[config.mk]
export PLATFORM = sky130hd
export DESIGN_NAME = io_ctrl_flat
export DESIGN_NICKNAME = d
export VERILOG_FILES = /design/src/rtl/io_pkg.sv /design/src/rtl/io_ctrl_if.sv /design/src/rtl/btn_debounce.sv /design/src/rtl/io_ctrl.sv /design/src/flat_wrapper.sv
export SDC_FILE = /design/constraint.sdc
export NUM_CORES = 1
export LEC_CHECK = 0
export CAP_MARGIN = 5
export CORE_MARGIN = 2
export CORE_UTILIZATION = 30
export DETAILED_ROUTE_END_ITERATION = 10
export SLEW_MARGIN = 5
export SYNTH_ARGS = -nofsm -noshare
export SYNTH_HDL_FRONTEND = slang
export SYNTH_SLANG_ARGS = --single-unit
[constraint.sdc]
create_clock -name clk -period 2.62 [get_ports clk]
set_clock_uncertainty 0.2 [all_clocks]
set_input_delay 0.524 -clock clk [delete_from_list [all_inputs] [get_ports clk]]
set_output_delay 0.524 -clock clk [all_outputs]
set_load 0.03 [all_outputs]
[src/rtl/io_pkg.sv]
// Shared constants and helpers for the memory-mapped front-panel controller:
// register map and the active-low hex-to-seven-segment decode.
package io_pkg;

  localparam logic [1:0] ADDR_DISP  = 2'd0;
  localparam logic [1:0] ADDR_BLANK = 2'd1;
  localparam logic [1:0] ADDR_LEVEL = 2'd2;
  localparam logic [1:0] ADDR_EVENT = 2'd3;

  // Returns {g, f, e, d, c, b, a}; a 0 lights the segment.
  function automatic logic [6:0] hex_to_seg(input logic [3:0] nib);
    logic [6:0] seg;
    case (nib)
      4'h0:    seg = 7'h40;
      4'h1:    seg = 7'h79;
      4'h2:    seg = 7'h24;
      4'h3:    seg = 7'h30;
      4'h4:    seg = 7'h19;
      4'h5:    seg = 7'h12;
      4'h6:    seg = 7'h02;
      4'h7:    seg = 7'h78;
      4'h8:    seg = 7'h00;
      4'h9:    seg = 7'h10;
      4'hA:    seg = 7'h08;
      4'hB:    seg = 7'h03;
      4'hC:    seg = 7'h46;
      4'hD:    seg = 7'h21;
      4'hE:    seg = 7'h06;
      default: seg = 7'h0E;
    endcase
    return seg;
  endfunction

endpackage

[src/rtl/io_ctrl_if.sv]
// CPU data-memory bus slice seen by the I/O controller: register select,
// write strobe and data, plus the combinational read-back.
interface io_ctrl_if #(
  parameter int DW = 18
) ();
  logic [1:0]    addr;
  logic          we;
  logic [DW-1:0] wdata;
  logic [DW-1:0] rdata;

  modport master (output addr, output we, output wdata, input rdata);
  modport slave  (input addr, input we, input wdata, output rdata);
endinterface

[src/rtl/btn_debounce.sv]
// One push-button: two-flop synchroniser, stability counter and debounced
// level; rise_o pulses in the cycle whose edge raises the level.
module btn_debounce #(
  parameter int DEB_CYCLES = 8
) (
  input  logic clk,
  input  logic rst,
  input  logic btn_i,
  output logic level_o,
  output logic rise_o
);

  localparam int CW = $clog2(DEB_CYCLES);

  logic [1:0]    sync_q, sync_d;
  logic [CW-1:0] cnt_q, cnt_d;
  logic          level_q, level_d;

  always_comb begin
    // NOTE: every output gets a default before any branch, so no path leaves a value held (no latch).
    sync_d  = {sync_q[0], btn_i};
    cnt_d   = '0;
    level_d = level_q;
    rise_o  = 1'b0;
    if (sync_q[1] != level_q) begin
      if (cnt_q == CW'(DEB_CYCLES - 1)) begin
        level_d = sync_q[1];
        rise_o  = sync_q[1];
      end else begin
        cnt_d = cnt_q + CW'(1);
      end
    end
  end

  always_ff @(posedge clk or posedge rst) begin
    // NOTE: non-blocking assignments so every flop samples pre-edge values regardless of statement order.
    if (rst) begin
      sync_q  <= '0;
      cnt_q   <= '0;
      level_q <= 1'b0;
    end else begin
      sync_q  <= sync_d;
      cnt_q   <= cnt_d;
      level_q <= level_d;
    end
  end

  assign level_o = level_q;

endmodule

[src/rtl/io_ctrl.sv]
// Memory-mapped front panel: debounced buttons with latched press events and
// a DIGITS-wide multiplexed seven-segment display driven from CPU registers.
module io_ctrl
  import io_pkg::*;
#(
  parameter int DW          = 18,
  parameter int DIGITS      = 4,
  parameter int BTNS        = 5,
  parameter int DEB_CYCLES  = 8,
  parameter int SCAN_CYCLES = 256
) (
  input  logic              clk,
  input  logic              rst,
  io_ctrl_if.slave          bus,
  input  logic [BTNS-1:0]   btn,
  output logic [DIGITS+7:0] seg,
  output logic              evt
);

  localparam int SW = (SCAN_CYCLES > 1) ? $clog2(SCAN_CYCLES) : 1;
  localparam int IW = (DIGITS > 1) ? $clog2(DIGITS) : 1;

  logic [4*DIGITS-1:0] disp_q, disp_d;
  logic [2*DIGITS-1:0] blank_q, blank_d;
  logic [BTNS-1:0]     event_q, event_d;
  logic [BTNS-1:0]     level, rise, clr;
  logic [SW-1:0]       scan_q, scan_d;
  logic [IW-1:0]       idx_q, idx_d;

  for (genvar i = 0; i < BTNS; i++) begin : g_btn
    btn_debounce #(.DEB_CYCLES(DEB_CYCLES)) u_deb (
      .clk     (clk),
      .rst     (rst),
      .btn_i   (btn[i]),
      .level_o (level[i]),
      .rise_o  (rise[i])
    );
  end

  always_comb begin
    disp_d  = disp_q;
    blank_d = blank_q;
    clr     = '0;
    if (bus.we) begin
      case (bus.addr)
        ADDR_DISP:  disp_d  = bus.wdata[4*DIGITS-1:0];
        ADDR_BLANK: blank_d = bus.wdata[2*DIGITS-1:0];
        ADDR_EVENT: clr     = bus.wdata[BTNS-1:0];
        default:    ;
      endcase
    end
    // A rise in the same cycle as a clear wins, so no press is lost.
    event_d = (event_q & ~clr) | rise;
  end

  always_comb begin
    scan_d = scan_q + SW'(1);
    idx_d  = idx_q;
    if (scan_q == SW'(SCAN_CYCLES - 1)) begin
      scan_d = '0;
      idx_d  = (idx_q == IW'(DIGITS - 1)) ? '0 : idx_q + IW'(1);
    end
  end

  always_ff @(posedge clk or posedge rst) begin
    if (rst) begin
      disp_q  <= '0;
      blank_q <= {{DIGITS{1'b0}}, {DIGITS{1'b1}}};
      event_q <= '0;
      scan_q  <= '0;
      idx_q   <= '0;
    end else begin
      disp_q  <= disp_d;
      blank_q <= blank_d;
      event_q <= event_d;
      scan_q  <= scan_d;
      idx_q   <= idx_d;
    end
  end

  always_comb begin
    bus.rdata = '0;
    case (bus.addr)
      ADDR_DISP:  bus.rdata = DW'(disp_q);
      ADDR_BLANK: bus.rdata = DW'(blank_q);
      ADDR_LEVEL: bus.rdata = DW'(level);
      default:    bus.rdata = DW'(event_q);
    endcase
  end

  logic [3:0]        nibble;
  logic [6:0]        cath;
  logic [DIGITS-1:0] anodes;
  logic              dp_en;

  always_comb begin
    nibble = disp_q[4*int'(idx_q) +: 4];
    dp_en  = blank_q[DIGITS + int'(idx_q)];
    cath   = blank_q[int'(idx_q)] ? 7'h7F : hex_to_seg(nibble);
    anodes = ~(DIGITS'(1) << idx_q);
    // Reset darkens the panel immediately, without waiting for a clock edge.
    seg    = rst ? '1 : {anodes, ~dp_en, cath};
  end

  assign evt = |event_q;

endmodule

[src/flat_wrapper.sv]
// flat-port wrapper written by rule: the top's interface ports become plain ports
module io_ctrl_flat import io_pkg::*;
#(
  parameter int DW          = 18,
  parameter int DIGITS      = 4,
  parameter int BTNS        = 5,
  parameter int DEB_CYCLES  = 8,
  parameter int SCAN_CYCLES = 256
)
  (clk, rst, btn, seg, evt, bus_addr, bus_we, bus_wdata, bus_rdata);
  io_ctrl_if #(.DW(DW)) bus_i ();
  input  logic clk;
  input  logic rst;
  input  logic [BTNS-1:0] btn;
  output logic [DIGITS+7:0] seg;
  output logic evt;
  input wire logic [$bits(bus_i.addr)-1:0] bus_addr;
  input wire logic [$bits(bus_i.we)-1:0] bus_we;
  input wire logic [$bits(bus_i.wdata)-1:0] bus_wdata;
  output wire logic [$bits(bus_i.rdata)-1:0] bus_rdata;
  assign bus_i.addr = bus_addr;
  assign bus_i.we = bus_we;
  assign bus_i.wdata = bus_wdata;
  assign bus_rdata = bus_i.rdata;
  io_ctrl #(.DW(DW), .DIGITS(DIGITS), .BTNS(BTNS), .DEB_CYCLES(DEB_CYCLES), .SCAN_CYCLES(SCAN_CYCLES)) u_core (.clk(clk), .rst(rst), .bus(bus_i), .btn(btn), .seg(seg), .evt(evt));
endmodule
**Word-level counts from Yosys, hierarchy flattened**

Memories as Yosys holds them, arrays and structs flattened.
Index checks and enable logic that the tools add are counted.

- Flip-flop bits (word level): 69
- Bits in read-only memories: 112
- Input port bits: 28
- Output and inout bits: 31
- Word-level logic and storage cells: 94
- Memories kept: 1

Memories:

| memory | depth | width | rd ports | clocked after memory_dff | wr ports | RTL line | source |
|---|---|---|---|---|---|---|---|
| (no name shown) | 16 | 7 | 1 | 0 | 0 | io_pkg.sv:13 | `case (nib)` |

- $add $sub $neg: 8
- Order comparisons: 2
- Eq/ne operators: 15
- Shift operators: 2
- Mux-type cells: 32
- Bitwise gates (word level): 5
- Reduce and logical (&&, ||, !) cells: 9

Operator list:

| kind | count |
|---|---|
| $pmux 16 s3 | 1 |
| $lt 32x5->1 const B | 1 |
| $mux 3 | 10 |
| $shiftx 16x5->4 | 1 |
| $add 3x1->3 const B | 5 |
| $eq 3x3->1 const B | 5 |
| $reduce_and 2->1 | 7 |
| $mux 1 | 13 |
| $mux 12 | 1 |
| $mux 5 | 2 |
| $add 8x1->8 const B | 1 |
| $eq 8x8->1 const B | 1 |
| $mux 8 | 1 |
| $mux 7 | 1 |
| $eq 2x2->1 const B | 3 |
| $and 5x5->5 | 1 |
| $ne 1x1->1 | 5 |
| $not 5->5 | 1 |
| $or 5x5->5 | 1 |
| $reduce_or 5->1 | 1 |
| $add 3x2->4 const A | 1 |
| $lt 2x4->1 const B | 1 |
| $not 4->4 | 1 |
| $shl 1x2->4 const A | 1 |
| 7 further kinds | 7 |

**Logic depth before layout (Yosys ltp)**

- Depth after elaboration: 6
- Gate-level depth with buffers: 8
- Mapped depth without buffers: 7

**Cells and area by module**

From an unflattened synthesis, not the netlist that was laid out.

- Cells, all modules: 275
- Area, all modules: 3445.8 µm²

By module, submodules not included:

| module | times used | cells each | area each (µm²) | seq. area each (µm²) |
|---|---|---|---|---|
| io_ctrl | 1 | 190 | 2288.4 | 980.9 |
| btn_debounce | 5 | 17 | 231.5 | 150.1 |

**Least setup slack after synthesis**

OpenSTA, ideal clock, no wires.

- Path type: input port to output port
- Start: in rst
- End: out seg[10]
- Data arrival time: 2627 ps
- Required time: 1896 ps
- Setup slack: -731 ps
- Stages on the path: 2
- Buffers on the path: 0
- Cells stage by stage: inv_1 > nand2_1

- Cells in the longest elaborated chain, start to end: 1

Ends and longest elaborated chain:

| item | RTL line | source |
|---|---|---|
| start, declared | flat_wrapper.sv:13 | `input logic rst;` |
| $mux 12 | io_ctrl.sv:102 | `seg = rst ? '1 : {anodes, ~dp_en, cath};` |
| end, declared | flat_wrapper.sv:15 | `output logic [DIGITS+7:0] seg;` |

No other way between the ends.

**Final worst setup path**

- Start: reg u_core.idx_q[0]
- End: out seg[3]

- Cells in the longest elaborated chain, start to end: 4
- Elaborated cells on any way between the ends: 6
- Classes of those cells: shift (1); mux (4); memory (1)

Ends and longest elaborated chain:

| item | RTL line | source |
|---|---|---|
| start, declared | io_ctrl.sv:28 | `logic [IW-1:0] idx_q, idx_d;` |
| start signal, assigned | io_ctrl.sv:77 | `idx_q <= idx_d;` |
| $shiftx 16x5->4 or $bmux 1 s2 (tied branches) | io_ctrl.sv:97, io_ctrl.sv:99 |  |
| $mem_v2 16x7 or $mux 1 (tied branches) | - |  |
| $mux 7 (*) | io_ctrl.sv:99 | `cath = blank_q[int'(idx_q)] ? 7'h7F : hex_to_seg(nibble);` |
| $mux 12 (*) | io_ctrl.sv:102 |  |

Every way passes the cells marked *; elsewhere a longest branch is shown, timed or not. The select of a mux whose other input is x is not followed.

==> results.md <==
- Status: complete, but fails checks
- Failing checks: setup timing
- Mapped cell area: 3370 um2
- DR WL/cell: 15.1 um
- Pwr per Cell Area: 734 nW/um2
- Yosys reg bits: 69
- Leak: 2.09 nW
- Cell count after synthesis: 265
- Synth cell types: 36
- Antenna-violating nets left: 0
- Max Fanout on Critical Path: 4
- Drc violations: 0
- Die width: 110 um
- Setup ws final: -347 ps
- Worst VDD drop: 235 uV
- Crit-path cells: mux4_2 -> buf_6 -> ha_4 -> mux2_4 -> mux2i_1 -> nand2_1 -> buf_6
- Mapped Avg Cell Area: 12.7 um2
- H-tree levels: 3
- Worst min path class: reg -> reg
- Clk slew on worst S/H paths: 80 ps
- Slowest cell delay on critical path: 550 ps
- Core region area: 10,900 um2
- CTS max path bufs: 2
- CTS tree: built
- Critical path data required time: 1900 ps
- RSZ-0062 raised after global routing: true
- Finished Cell Area: 4610 um2
- Final setup fails: 7
- Clk_lat worst skew: 340 ps
- Final #Nets: 412
- Clock Sinks: 69
- CP startpoint kind: flip-flop
- First-pass GRT wire length: 12,300 um
- Detailed Route Iter0 Violations: 128
- Worst path slowest cell: mux4_2
- Global route overflow: 0
- Die Y: 110 um
- Fmax: 0.337 GHz
- Via count: 2,331
- Count of final hold-check violations: 0
- Starting Density: 0.310
- Routability Congestion: 0.811
- Total die area: 12,100 um2
- Fin crit period: 2970 ps
- Gr usage total: 0.137
- Area grow syn2layout: 36.8%
- Length of the first detailed-routing pass in iterations: 4
- Worst Tran Pin Value: 578 ps
- Initial antenna violation count: 0
- Max-slew headroom: 0.615
- Port buffer count: 54
- Max Cap Viol: 0
- Total negative slack: -1970 ps
- CTS Root Cell: clkbuf_8
- Inserted Clock Buffers: 9
- N_diodes: 0
- Yosys warnings: 0
- Post-synthesis sequential area ratio: 0.513
- Layout cells sized above 1: 0.399
- Cell mode on critical path: buf_6
- Largest net degree at the start of global routing: 47
- Fin. max-slew vios: 0
- Setup CP Type: reg -> out
- Final period util: 1.13
- Vias in the first global route: 2,412
- Worst Setup End Kind: output port
- Routed WL: 7680 um
- Vias per Instance: 4.59
- Post-DP HPWL: 5740 um
- Placed cell area: 4260 um2
- Row count: 38
- CP arrival: 2240 ps
- I/O pin count: 59
==> cell type report <==
type,count,area (um2)
clock inverter,5,60.1
multi-input combinational,171,1600
fill,1037,6270
tap,140,175
timing repair buffer,97,840
inverter,15,60.1
clock buffer,11,141
sequential,69,1730
==> cells in the mapped netlist <==
cell type	instances	area, um2
a21oi_1	3	15.0
a32o_1	4	40.0
and2_1	17	106
and3_1	2	12.5
buf_2	4	20.0
buf_4	3	22.5
buf_6	2	22.5
clkbuf_1	2	7.51
conb_1	1	3.75
dfrtp_1	65	1630
dfstp_2	4	105
ha_1	21	263
inv_1	15	56.3
mux2_2	26	293
mux2_4	1	15.0
mux2i_1	6	60.1
mux4_1	4	105
mux4_2	7	158
nand2_1	22	82.6
nand2b_1	1	6.26
nand3_1	2	10.0
nand3b_1	1	7.51
nor2_1	12	45.0
nor2b_1	4	25.0
nor3_1	3	15.0
nor3b_1	5	37.5
o2111ai_1	1	8.76
o211ai_1	2	15.0
o21ai_0	7	35.0
o21ai_1	1	5.00
o221ai_1	4	35.0
o2bb2ai_1	1	8.76
o41ai_1	1	8.76
or2_4	1	8.76
xnor2_1	5	43.8
xor2_1	5	43.8
==> logic make-up (layout without fill, tap and decap cells) <==
kind of cell	after synthesis	in the layout	synth area share
multiplexers	44	44	0.187
XOR/XNOR	10	10	0.0260
adder cells (fa/ha/maj)	21	21	0.0779
flip-flops	69	69	0.513
buffers and inverters	26	128	0.0382
other	1	2	0.00111
AND/OR/NAND/NOR	70	70	0.106
AO/OA/AOI/OAI	24	24	0.0508
==> placed cells by master, fill, tap and decap left out, drive strengths merged, types with 8 or more instances in the layout <==
cell	Yosys	routed
and2	17	17
buf	9	70
clkbuf	2	11
clkdlybuf4s50	0	25
dfrtp	65	65
ha	21	21
inv	15	14
mux2	27	27
mux4	11	11
nand2	22	22
nor2	12	12
o21ai	8	8
==> layer usage <==
metal | track usage | vias to the layer above | routed length (um)
li1 | - | 1121 | -
met1 | 0.177 | 1132 | 3410
met2 | 0.222 | 62 | 3660
met3 | 0.0317 | 16 | 445
met4 | 0.0570 | 0 | 174
met5 | 0 | - | 0
==> registers in the layout, indices dropped and copies added, names as in the netlist <==
signal / count
u_core.blank_q: 8
u_core.disp_q: 16
u_core.event_q: 5
u_core.g_btn.u_deb.cnt_q: 15
u_core.g_btn.u_deb.level_o: 5
u_core.g_btn.u_deb.sync_q: 10
u_core.idx_q: 2
u_core.scan_q: 8
==> per-stage QoR <==
step | instances | setup slack, ps | power (mW) | util | hold slack (ps)
final | 508 | -347 | 3.38 | 0.424 | 151
after global routing | 508 | -422 | 3.61 | 0.424 | 160
after CTS | 507 | -370 | 3.42 | 0.422 | 155
after detailed placement | 485 | -346 | 2.48 | 0.392 | 137
after global placement | 485 | -318 | 2.44 | 0.392 | 135
after floorplan | 266 | -130 | 2.07 | - | 131
==> final timing paths <==
kind	end	depth (start not counted)	slack, ps	start
setup reg to reg	u_core.idx_q[0]	5	710	u_core.scan_q[0]
min in group asynchronous	u_core.disp_q[11]	4	680	rst
max in group asynchronous	u_core.g_btn[3].u_deb.cnt_q[1]	4	1040	rst
hold reg to reg	u_core.g_btn[0].u_deb.sync_q[1]	0	150	u_core.g_btn[0].u_deb.sync_q[0]
hold / removal	u_core.g_btn[0].u_deb.sync_q[1]	0	150	u_core.g_btn[0].u_deb.sync_q[0]
setup / recovery	seg[3]	7	-350	u_core.idx_q[0]
==> critical path, delay by kind of cell, from the launching register on <==
kind                       cells  cell delay [ps]
DFF                            1              420
muxes                          3              940
and+or+nand+nor                1               90
buffers and inverters          2              300
adders and majority gates      1              160
==> report_power, final <==
group	switching, mW	total, mW	internal, mW
clock network	0.400	0.867	0.467
logic	0.529	1.08	0.555
registers	0.145	1.43	1.29
total	1.07	3.38	2.31
==> repair_timing <==
action,CTS,global route
pin swaps,7,5
resized for setup,30,3
hold buffers,0,0
setup buffers,6,1
endpoints found under the setup margin,12,7
(Power assumes the default switching activity.)
